===== src/rtl/mul_pkg.sv =====
// Shared definitions for the iterative multiplier: FSM state type,
// default geometry and a helper that sizes the digit counter.
package mul_pkg;

    typedef enum logic [1:0] {
        IDLE = 2'd0,
        CALC = 2'd1,
        DONE = 2'd2
    } state_t;

    localparam int DEF_AW  = 16;
    localparam int DEF_BW  = 16;
    localparam int DEF_DPC = 4;

    // One spare bit so the counter can represent the digit count itself.
    function automatic int cnt_width(input int ndigits);
        return $clog2(ndigits) + 1;
    endfunction

endpackage


===== src/rtl/mul_iter_umul_axn.sv =====
// Combinational AW x DPC unsigned partial-product generator: sums
// AND-gated, shifted copies of the multiplicand, one per digit bit.
module umul_axn #(
    parameter int AW  = 16,
    parameter int DPC = 4
) (
    input  logic [AW-1:0]     a,
    input  logic [DPC-1:0]    d,
    output logic [AW+DPC-1:0] p
);

    always_comb begin
        p = '0;
        for (int i = 0; i < DPC; i++) begin
            p = p + ((AW+DPC)'(a & {AW{d[i]}}) << i);
        end
    end

endmodule


===== src/rtl/mul_iter.sv =====
// Iterative sign-magnitude multiplier: consumes DPC bits of |b| per cycle,
// fixed latency of BW/DPC cycles, valid/ready handshakes on both sides.
module mul_iter
    import mul_pkg::*;
#(
    parameter int AW  = DEF_AW,
    parameter int BW  = DEF_BW,
    parameter int DPC = DEF_DPC
) (
    input  logic             clk,
    input  logic             rst,
    input  logic             in_valid,
    output logic             in_ready,
    input  logic [AW-1:0]    a,
    input  logic [BW-1:0]    b,
    input  logic             is_signed,
    output logic             out_valid,
    input  logic             out_ready,
    output logic [AW+BW-1:0] product
);

    localparam int ND = BW / DPC;
    localparam int CW = cnt_width(ND);
    localparam int PW = AW + BW;

    generate
        if (DPC < 1 || DPC > BW || (BW % DPC) != 0 || AW < 2) begin : g_bad_params
            $error("mul_iter: illegal parameter combination AW/BW/DPC");
        end
    endgenerate

    state_t            state;
    logic [AW-1:0]     a_mag;
    logic [BW-1:0]     b_rem;
    logic              neg;
    logic [PW-1:0]     acc;
    logic [CW-1:0]     cnt;

    logic [AW-1:0]     a_abs;
    logic [BW-1:0]     b_abs;
    logic              neg_in;
    logic [AW+DPC-1:0] pp;
    logic [PW-1:0]     acc_next;

    // Unary minus at operand width keeps the most negative value lossless
    // once it is reinterpreted as an unsigned magnitude.
    always_comb begin
        a_abs  = (is_signed && a[AW-1]) ? -a : a;
        b_abs  = (is_signed && b[BW-1]) ? -b : b;
        neg_in = is_signed & (a[AW-1] ^ b[BW-1]);
    end

    umul_axn #(
        .AW  (AW),
        .DPC (DPC)
    ) u_axn (
        .a (a_mag),
        .d (b_rem[DPC-1:0]),
        .p (pp)
    );

    always_comb begin
        acc_next = acc + (PW'(pp) << (DPC * int'(cnt)));
    end

    // b_rem is shifted down each cycle so the current digit is always
    // its low DPC bits; the counter supplies the matching weight.
    always_ff @(posedge clk) begin
        if (rst) begin
            state     <= IDLE;
            a_mag     <= '0;
            b_rem     <= '0;
            neg       <= 1'b0;
            acc       <= '0;
            cnt       <= '0;
            in_ready  <= 1'b1;
            out_valid <= 1'b0;
            product   <= '0;
        end else begin
            case (state)
                IDLE: begin
                    if (in_valid && in_ready) begin
                        a_mag    <= a_abs;
                        b_rem    <= b_abs;
                        neg      <= neg_in;
                        acc      <= '0;
                        cnt      <= '0;
                        in_ready <= 1'b0;
                        state    <= CALC;
                    end
                end
                CALC: begin
                    acc   <= acc_next;
                    cnt   <= cnt + CW'(1);
                    b_rem <= b_rem >> DPC;
                    if (cnt == CW'(ND - 1)) begin
                        product   <= neg ? -acc_next : acc_next;
                        out_valid <= 1'b1;
                        state     <= DONE;
                    end
                end
                DONE: begin
                    if (out_ready) begin
                        out_valid <= 1'b0;
                        in_ready  <= 1'b1;
                        product   <= '0;
                        state     <= IDLE;
                    end
                end
                default: begin
                    in_ready  <= 1'b1;
                    out_valid <= 1'b0;
                    state     <= IDLE;
                end
            endcase
        end
    end

endmodule


===== config.mk =====
export PLATFORM = sky130hd
export DESIGN_NAME = mul_iter
export DESIGN_NICKNAME = d
export VERILOG_FILES = /design/src/rtl/mul_pkg.sv /design/src/rtl/mul_iter_umul_axn.sv /design/src/rtl/mul_iter.sv
export SDC_FILE = /design/constraint.sdc
export NUM_CORES = 1
export LEC_CHECK = 0
export ABC_AREA = 0
export CAP_MARGIN = 20
export CORE_MARGIN = 2
export CORE_UTILIZATION = 31
export DETAILED_ROUTE_END_ITERATION = 10
export PLACE_DENSITY = 0.53
export SLEW_MARGIN = 25
export SYNTH_ARGS = -nofsm -noshare
export SYNTH_HDL_FRONTEND = slang
export SYNTH_SLANG_ARGS = --single-unit

===== constraint.sdc =====
create_clock -name clk -period 6.2 [get_ports clk]
set_input_delay 1.55 -clock clk [delete_from_list [all_inputs] [get_ports clk]]
set_output_delay 1.55 -clock clk [all_outputs]
set_load 0.1 [all_outputs]

==> results of run 1 <==
registers in the layout, indices dropped and copies added (netlist names):
signal	count
acc	32
product	32
a_mag	16
b_rem	16
cnt	3
state	2
in_ready	1
neg	1
out_valid	1
worst paths after layout:
check | from | to
worst max-delay path | b_rem[1] | product[30]
worst min-delay path | b_rem[6] | b_rem[2]
worst max register to register | b_rem[1] | product[30]
worst min register to register | b_rem[6] | b_rem[2]
per-layer routing:
metal  vias to the layer above  routed length (um)
met5                         -                   0
met4                         0                 792
met3                        49                1040
met2                       200               15500
met1                      4899               15100
li1                       5195                   -
what timing repair did:
item / 4_1_cts / 5_1_grt
pin swaps: 50 / 75
setup buffers: 36 / 35
endpoints found under the setup margin: 28 / 32
resized for setup: 113 / 126
layout make-up:
class                      count  area [sq um]
fill                        3121         17000
timing repair buffer         350          2940
clock inverter                 6          86.3
inverter                      78           293
tap                          402           503
clock buffer                   9           225
sequential                   104          2100
multi-input combinational   1051          8270
stage by stage:
step / setup WS (ns) / cell area (sq um) / std cells
after floorplan: 0.00607 / 10100 / 1307
after global placement: -0.565 / 12500 / 1921
after detailed placement: -0.643 / 12500 / 1921
after CTS: -0.433 / 13600 / 1972
after global routing: -0.832 / 14400 / 2000
final: -0.543 / 14400 / 2000
layout by cell type, fill, tap and decap left out, types with 12 or more instances in the layout:
cell type / instances
a22o_1: 15
o21ai_2: 12
xnor2_1: 43
a21oi_1: 97
fa_1: 28
a21o_1: 15
o21ai_0: 27
dfxtp_1: 99
inv_1: 72
nand4_1: 12
xor2_1: 29
nand3_1: 52
buf_6: 31
a22oi_1: 32
clkdlybuf4s50_1: 69
ha_1: 49
and2_1: 45
a21oi_2: 21
nand2_1: 134
nor2_1: 110
a211oi_1: 12
nor3_1: 20
buf_4: 245
nand2b_1: 12
o21ai_1: 13
power breakdown:
group          internal [W]  leakage, nW  switching [W]
registers          0.000691        0.846      0.0000237
logic              0.000398         5.12       0.000459
clock network      0.000324        0.153       0.000298
cells by family after synthesis:
| logic type | Yosys count | synth area share |
|---|---|---|
| AO/OA/AOI/OAI | 369 | 0.252 |
| multiplexers | 10 | 0.0107 |
| XOR/XNOR | 88 | 0.0800 |
| AND/OR/NAND/NOR | 495 | 0.244 |
| buffers and inverters | 152 | 0.0645 |
| adder cells (fa/ha/maj) | 89 | 0.136 |
| flip-flops | 104 | 0.212 |
critical path, delay by kind of cell (launching register included):
family | cells | cell delay (ns)
fa+ha+maj | 5 | 1.85
buf+inv | 4 | 0.38
compound gates | 13 | 2.80
flops | 1 | 0.36
simple gates | 5 | 0.88
xor+xnor | 2 | 0.36
==> metrics.yaml, run 1 <==
status:
  status: "finished, violations left"
  violations: "setup timing"
floorplanning:
  boundaryPins: 71
  fp.dieW_um: 182
  rows: 65
  chipHeight_um: 182
  core_area_sq_um: 31400
  initial_core_util: 0.313
  dieArea_sq_um: 33100
hold_path:
  holdCritPathClass: "reg -> reg"
  hold_depth: 2
finish:
  diodes: 0
  drive_gt1_frac: 0.311
  nets: 1720
  syn2layout_area_growth_pct: 46.8
  final_util: 0.459
timing:
  setup_viol: 20
  skew_ns: 0.0152
  finalCritPeriodShare: 1.09
  hold_viol: 0
  fmax_mhz: 148
  max_slew_margin: 0.329
  worst_slack_ns: -0.543
  period_needed_ns: 6.74
  slew_viol_final: 0
  setup-tns-final_ns: -5.71
  tightest_slew_ns: 1.00
  whs_ns: 0.457
  rsz0062_at_grt: "true"
detailed_routing:
  drt-wirelength-per-cell_um: 16.2
  dr.pass1.iters: 5
  drc: 0
  final_antenna_net_count: 0
  routed_via_density: 5.17
  drtIter0Drc: 653
  drt_wl_total_um: 32400
  via_count: 10343
critical_path:
  reg2reg_depth: 29
  end_kind: "flop"
  arrival_ns: 7.00
  worst-endpoint-required_ns: 6.46
  worstSetupPathType: "reg -> reg"
  critical_path_peak_fanout: 5
  slowest_stage: "fa_1"
  cp-start-kind: "flop"
  rrSetupSlack_ns: -0.54
  crit_path_max_incr_delay_ns: 0.54
power:
  cellPowerDensity_nw_per_um2: 152
  cellLeakagePower_nw: 6.12
  peakVddDrop_v: 0.000126
  power.total_w: 0.00219
logic_synthesis:
  yosys.cell_count.top_type: "nand2_1"
  synth_flop_cell: "dfxtp_1"
  syn_avg_cell_area_sq_um: 7.51
  yosys.area.top_type: "dfxtp_1"
  synthArstFlopShare: 0
  synthTopCellsByArea: "dfxtp_1, ha_1, a21oi_1, fa_1, nand2_1"
  synth-seq-cells: 104
  syn_area_sq_um: 9820
  synth_nets: 1433
  synth_warnings: 0
  synth-edff-count: 0
  seq_area_frac_synth: 0.212
  synth_top_cell_area_share: 0.212
  syn-instance-count: 1307
  synthTopCellsByCount: "nand2_1, a21oi_1, nor2_1"
  yosys.cell_types.count: 89
clock_tree:
  htree_levels: 3
  hold_buffers: 0
  cts-root-buf: "clkbuf_16"
  clkSlewWorstSetupHoldPaths_ns: 0.08
  cts_tree: "done"
  numCtsBuffers: 9
  clock-sinks: 104
  clkLatencyLatePin_ns: 0.37
  clk_path_buf_depth: 2
global_route:
  grt_util_all_layers: 0.189
  grt_first_pass_wirelength_um: 50900
  grt_pass1_vias: 9817
  grt_max_degree: 73
  met3_usage: 0.0203
  grt_use_met2: 0.316
  antenna_found_initial: 0
  met1_usage: 0.254
  grt_most_used_layer: "met2"
  overflow: 0
placement:
  place_congestion: 0.894
  hpwl_um: 24600
  io_buffers: 70
job:
  cap_viol_max_count: 0
No activity file was read; power rests on OpenSTA's default activity.
==> run 2, diff against run 1 <==
--- a/config.mk
+++ b/config.mk
@@ -8,9 +8,9 @@
 export ABC_AREA = 0
 export CAP_MARGIN = 20
 export CORE_MARGIN = 2
-export CORE_UTILIZATION = 31
+export CORE_UTILIZATION = 65
 export DETAILED_ROUTE_END_ITERATION = 10
-export PLACE_DENSITY = 0.53
+export PLACE_DENSITY = 0.91
 export SLEW_MARGIN = 25
 export SYNTH_ARGS = -nofsm -noshare
 export SYNTH_HDL_FRONTEND = slang
==> constraint.sdc (replaced) <==
create_clock -name clk -period 8.2 [get_ports clk]
set_input_delay 2.05 -clock clk [delete_from_list [all_inputs] [get_ports clk]]
set_output_delay 2.05 -clock clk [all_outputs]
set_load 0.1 [all_outputs]
==> run 2 against run 1 <==
Effect of this change: the run now ends clean; via count shrank 5.7%; clock skew is 0.0010 ns lower; global-route usage grew 13 points; design area fell by 25%; largest cell class unchanged; largest power group is now registers; highest routed layer unchanged.
==> metrics.yaml, run 2 (synthesized netlist as in run 1, its figures left out) <==
floorplanning:
  fp.dieW_um: 127  # -30%
  core_area_sq_um: 14600  # -53%
  initial_core_util: 0.670  # +0.358
  dieArea_sq_um: 16100  # -51%
  boundaryPins: 71  # unchanged
  rows: 44  # -32%
  chipHeight_um: 127  # -30%
status:
  status: "finished clean"
power:
  peakVddDrop_v: 0.000119  # -5.5%
  cellLeakagePower_nw: 4.54  # -26%
  power.total_w: 0.00135  # -38%
  cellPowerDensity_nw_per_um2: 126  # -18%
timing:
  setup_viol: 0  # -100%
  skew_ns: 0.0142  # -0.00102 ns
  setup-tns-final_ns: 0  # +5.71 ns
  period_needed_ns: 7.65  # +0.905 ns
  fmax_mhz: 131  # -12%
  rsz0062_at_grt: "false"
  hold_viol: 0  # unchanged
  tightest_slew_ns: 0.996  # -0.00695 ns
  max_slew_margin: 0.334  # +0.00465
  finalCritPeriodShare: 0.933  # -0.155
  slew_viol_final: 0  # unchanged
finish:
  fin_cells: 1515  # -24%
  diodes: 0  # unchanged
  final_util: 0.737  # +0.277
  final_area_sq_um: 10800  # -25%
  reg_top3: "acc: 32 flops, product: 32 flops"
  mostFrequentLayoutCell: "nand2_1"
  layout_common_cells: "nand2_1, a21oi_1, nor2_1, dfxtp_1, inv_1"
  nets: 1453  # -16%
  syn2layout_area_growth_pct: 9.85
  drive_gt1_frac: 0.0488  # -0.262
critical_path:
  reg2reg_to: "product[30]"
  crit_end: "product[30]"
  critical_path_peak_fanout: 17  # +12
  crit_path_start: "b_rem[0]"
  reg2reg_depth: 27  # -6.9%
  arrival_ns: 7.91  # +0.91 ns
  rr_startpoint: "b_rem[0]"
  worst-endpoint-required_ns: 8.46  # +2.00 ns
  rrSetupSlack_ns: 0.55  # +1.10 ns
  worstSetupPathType: "reg -> reg"
  cp-start-kind: "flop"
  end_kind: "flop"
detailed_routing:
  drt-wirelength-per-cell_um: 17.2  # +6.3%
  drtIter0Drc: 926  # +42%
  via_count: 9758  # -5.7%
  drt_wl_total_um: 26100  # -19%
  final_antenna_net_count: 0  # unchanged
  dr.pass1.iters: 6  # +1
  routed_via_density: 6.44  # +25%
  drc: 0  # unchanged
global_route:
  grt_max_degree: 93  # +27%
  grt_util_all_layers: 0.322  # +0.134
  antenna_found_initial: 0  # unchanged
  overflow: 0  # unchanged
  grt_pass1_vias: 8803  # -10%
  grt_first_pass_wirelength_um: 42800  # -16%
hold_path:
  min_from: "b_rem[6]"
  holdCritPathClass: "reg -> reg"
  hold_depth: 2  # unchanged
clock_tree:
  clock-sinks: 104  # unchanged
  post_cts_resized: 0  # -100%
  hold_buffers: 0  # unchanged
  cts-root-buf: "clkbuf_16"
  clkSlewWorstSetupHoldPaths_ns: 0.08  # about the same
  cts_tree: "done"
  postCtsSetupBuffers: 0  # -100%
  clk_path_buf_depth: 2  # unchanged
  numCtsBuffers: 9  # unchanged
  htree_levels: 3  # unchanged
  clkLatencyLatePin_ns: 0.36  # about the same
job:
  cap_viol_max_count: 0  # unchanged
placement:
  io_buffers: 70  # unchanged
  place_congestion: 0.948  # +6.1%
  place_area_sq_um: 10500  # -16%
  hpwl_um: 19900  # -19%
  dp_cells: 1500  # -22%
run 2: where the power goes:
part           internal (W)  total [W]  switching, W
Sequential         0.000523   0.000545     0.0000221
Combinational      0.000134   0.000387      0.000253
Clock              0.000210   0.000422      0.000212
Total              0.000867    0.00135      0.000487
run 2: how the worst min path moves through the flow:
| stage | to | slack [ns] |
|---|---|---|
| floorplan | b_rem[2] | 0.43 |
| global placement | b_rem[2] | 0.45 |
| detailed placement | b_rem[15] | 0.45 |
| CTS | b_rem[2] | 0.46 |
| global route | b_rem[2] | 0.49 |
| finish | b_rem[2] | 0.46 |
run 2: routing by layer:
layer,part of all wire,vias to the layer above,global-route usage,routed length (um)
met4,0.031,0,0.119,808
met5,0,-,0,0
met3,0.075,74,0.0472,1970
li1,-,4675,-,-
met2,0.47,426,0.532,12300
met1,0.42,4583,0.431,11100
run 2: stage by stage:
stage | setup slack (ns) | hold WS (ns)
after CTS | 0.665 | 0.462
final | 0.552 | 0.459
after floorplan | 1.51 | 0.432
after global routing | 0.0566 | 0.486
after detailed placement | 0.721 | 0.452
after global placement | 0.885 | 0.449
run 2: cell type report:
class	count	area (sq um)
flip-flops and latches	104	2080
clock inverters	6	50.0
clock buffers	9	225
fillers	1131	3860
repair buffers	83	793
inverters	78	293
well taps	184	230
multi-input cells	1051	7110
run 2: worst max-delay path: stages (launching register included):
cell and delay [ns]:
dfxtp_1 0.46, and2_1 0.24, fa_1 0.53, inv_1 0.05
fa_1 0.53, inv_1 0.04, ha_1 0.21, fa_1 0.41
a21o_1 0.21, a221oi_1 0.28, buf_4 0.20, nor4b_1 0.06
a21oi_1 0.18, nand2_1 0.09, mux2_2 0.31, o21ai_0 0.25
nor2_1 0.08, ha_1 0.61, a21oi_1 0.23, o21a_1 0.24
nor3b_1 0.14, a211oi_1 0.52, xor2_1 0.31, a2111oi_4 0.46
nand3_2 0.15, o41ai_1 0.40, xnor2_1 0.13, a22o_1 0.22
==> RTL edit 1, RTL diff (flow settings as in run 1) <==
The 3 states of `state_t` get a one-hot encoding in 3 bits.
--- a/src/rtl/mul_pkg.sv
+++ b/src/rtl/mul_pkg.sv
@@ -2,10 +2,10 @@
 // default geometry and a helper that sizes the digit counter.
 package mul_pkg;
 
-    typedef enum logic [1:0] {
-        IDLE = 2'd0,
-        CALC = 2'd1,
-        DONE = 2'd2
+    typedef enum logic [2:0] {
+        IDLE = 3'b001,
+        CALC = 3'b010,
+        DONE = 3'b100
     } state_t;
 
     localparam int DEF_AW  = 16;
Formal check against the unedited RTL: no difference found for any inputs over 4 cycles, from zero or initial values and one cycle with rst high; so few cycles prove little.
==> RTL edit 1 against run 1 <==
- the run still ends with setup timing left
- sequential cell count rose by 1
- critical path depth stayed put
- cell area fell by 1.3%
- final cell count increased by 3.2%
- worst setup slack worse by 120 ps
- hold slack better by 17 ps
- clock skew is essentially flat
- routed wire length decreased by 2.9%
- area after synthesis up 2.9%
- largest cell class unchanged
Power is not compared: it rests on default switching activity, and its combinational part moved more than twofold at a synthesized area within 25%.
==> RTL edit 1: results <==
metrics = {
    "sta": {
        "setup_viol": 15,
        "relSlewSlack_pct": 35.14,
        "worst_slack_ps": -665.1,
        "finalSetupTns_ps": -6275,
    },
    "worst_setup_path": {
        "r2r-end": "product[31]",
    },
    "cells_and_area": {
        "multi_input_gates": 1072,
        "drive_gt1_share_pct": 28.50,
        "syn_to_final_growth_pct": 40.92,
        "nNonClkBuffers": 342,
        "sh_seq_area_pct": 14.87,
        "layout.nets": 1742,
        "clk_share_pct": 2.013,
        "buf_share_pct": 19.65,
    },
    "routing": {
        "wl_per_cell_um": 15.26,
        "wl_met3_um": 836,
        "avgViaCountPerCell": 5.073,
        "num_vias": 10465,
    },
    "synthesis": {
        "syn_nets": 1469,
        "ys_types": 93,
        "synth_cells": 1343,
        "synth_commonest_cells": "nor2_1 (141), nand2_1 (140), dfxtp_1 (105)",
        "ys_seq_area_share_pct": 20.81,
        "synth-compound-area-share_pct": 26.72,
        "muxShareOfSynthArea_pct": 1.871,
        "synth_xor_area_share_pct": 7.284,
        "synthAdderAreaFrac_pct": 13.26,
    },
    "outcome": {
        "outcome": "finished, violations left",
        "violations": "setup timing",
    },
    "global_routing": {
        "grt_pass1_wl_mm": 50.74,
    },
    "worst_hold_path": {
        "whs_endpoint": "out_valid",
        "worst_hold_path.num_cells": 1,
        "hp-start": "out_valid",
    },
    "place": {
        "finalWeightedCongestion": 0.9231,
        "dpl_cell_area_um2": 13060,
        "place_ws_ps": -776.5,
    },
}
-- RTL edit 1: cell types whose count changed after synthesis, moves of 6 or more --
cell,delta
nor3_1,+7
o21ai_0,+6
nor2b_1,-6
or3_1,-7
nand3_1,-12
a31oi_1,+8
nor2_1,+21
buf_2,+7
a21oi_1,-19
inv_1,+7
a21oi_2,+6
a211oi_1,+6
-- RTL edit 1: report_power, final --
part | internal [W] | switching [W]
Clock | 0.000281 | 0.000299
Combinational | 0.000823 | 0.00106
Sequential | 0.000748 | 0.0000727
-- RTL edit 1: worst max-delay path, delay by kind of cell (launching register included) --
family / cells / cell delay, ps
buffers and inverters: 4 / 380
adder cells (fa/ha/maj): 4 / 1530
AND/OR/NAND/NOR: 6 / 1550
flip-flops: 1 / 360
multiplexers: 1 / 210
AO/OA/AOI/OAI: 11 / 2300
XOR/XNOR: 3 / 420
==> RTL edit 2, RTL diff (config.mk and constraints of run 1) <==
Without the edit above. Set the package constant `DEF_DPC` to 2 (it was 4).
--- a/src/rtl/mul_pkg.sv
+++ b/src/rtl/mul_pkg.sv
@@ -10,7 +10,7 @@
 
     localparam int DEF_AW  = 16;
     localparam int DEF_BW  = 16;
-    localparam int DEF_DPC = 4;
+    localparam int DEF_DPC = 2;
 
     // One spare bit so the counter can represent the digit count itself.
     function automatic int cnt_width(input int ndigits);
Behaviour: not the same (Yosys sat finds a counterexample within 10 cycles, from zero or initial values and one cycle with rst high).
==> RTL edit 2 against run 1 <==
- routed wire length down 16%
- cell area is 24% lower
- synthesized cell count decreased by 6.8%
- worst setup slack improved by 850 ps
- area after synthesis is 9.5% lower
- sequential cell count rose by 1
- power decreased by 20%
- critical path type unchanged
==> RTL edit 2: results <==
metrics = {
    "outcome": {
        "outcome": "finished clean",
    },
    "synthesis": {
        "dominantRegCellSynth": "dfxtp_1",
        "synth.top_cells.by_area": "dfxtp_1 (24%), ha_1 (7.0%), nand2_1 (6.2%), a21oi_1 (6.1%), xnor2_1 (5.9%)",
        "ys_types": 78,
        "ys_seq_area_share_pct": 23.67,
        "synth_commonest_cells": "nand2_1 (147), nor2_1 (125), a21oi_1 (108)",
        "syn_nets": 1307,
        "synth_cells": 1218,
    },
    "sta": {
        "skew_ps": 12.83,
        "fin_hold_ws_ps": 454.7,
        "worst_pin_slew_ps": 1005,
        "worst_slack_ps": 305.3,
    },
    "cells_and_area": {
        "drive_gt1_share_pct": 12.88,
        "layout.nets": 1389,
        "nFillCells": 2996,
    },
    "worst_setup_path": {
        "max_stage_delay_ps": 500,
        "r2r-end": "product[25]",
        "critPathMaxFanout": 9,
        "crit_arrival_ps": 6160,
        "slowest_stage": "or3b_2",
    },
    "place": {
        "finalWeightedCongestion": 0.9333,
        "dpl_cell_area_um2": 10320,
        "dp.cells": 1662,
        "place_ws_ps": 1.513,
        "dp_hpwl_mm": 20.66,
    },
    "pwr": {
        "p_sw_w": 0.0005948,
        "power.static_leakage_nw": 4.235,
        "vdd_ir_drop_max_mv": 0.1238,
    },
    "global_routing": {
        "met2_usage_pct": 29.07,
        "grt_max_degree": 70,
        "grt_use_met1_pct": 24.12,
        "grt_pass1_vias": 8542,
        "grt_pass1_wl_mm": 43.99,
        "met3_usage_pct": 2.434,
        "grt_usage_pct": 17.68,
    },
    "routing": {
        "wirelength_mm": 27.20,
        "num_vias": 9076,
        "drtIter0Drc": 611,
        "wl_per_cell_um": 16.17,
    },
    "clock_network": {
        "clk_pin_slew_ps": 80,
    },
    "worst_hold_path": {
        "hp-start": "product[27]",
        "whs_endpoint": "product[27]",
    },
}
## RTL edit 2: critical path, delay by kind of cell (launching register included)
family	cells	cell delay [ps]
AO/OA/AOI/OAI	11	1810
XOR/XNOR	1	70
adder cells (fa/ha/maj)	3	940
buffers and inverters	3	370
flip-flops	1	390
multiplexers	1	90
AND/OR/NAND/NOR	10	2100
## RTL edit 2: power by group through the flow
stage          clock, W  sequential, W  combinational (W)
5_1_grt        0.000620       0.000721           0.000507
4_1_cts        0.000589       0.000717           0.000447
6_report       0.000580       0.000717           0.000459
3_5_place_dp          0       0.000733           0.000445
2_1_floorplan         0       0.000727           0.000291
3_3_place_gp          0       0.000732           0.000443
## RTL edit 2: area by class of cell
type                            instances  area (um^2)  area share [%]
Tap cell                              378        473.0           4.345
Sequential cell                       105         2112           19.40
Clock buffer                            9        225.2           2.069
Clock inverter                          6        51.30          0.4713
Inverter                               26        97.59          0.8966
Timing Repair Buffer                  146         1272           11.69
Multi-Input combinational cell       1012         6654           61.13
## RTL edit 2: per-layer routing
layer | vias to the layer above | wire (um)
met4 | 0 | 452
met3 | 28 | 1006
met2 | 188 | 12630
met5 | - | 0
met1 | 4257 | 13100
li1 | 4603 | -
## RTL edit 2: cell families (layout without fill, tap and decap cells)
family / count (synthesis) / after routing / synth area share [%]
DFF: 105 / 105 / 23.67
muxes: 15 / 15 / 1.986
xor gates and xnor gates: 89 / 89 / 8.776
adders and majority gates: 52 / 52 / 7.494
AOI/OAI and AO/OA: 395 / 395 / 29.13
buffers and inverters: 101 / 187 / 4.395
and+or+nand+nor: 461 / 461 / 24.55
## RTL edit 2: repair_timing
item / in CTS / in global routing
buffers inserted: 0 / 5
endpoints found under the setup margin: 1 / 16
gates resized for setup: 1 / 67
hold buffers: 0 / 0
pin swaps: 0 / 14
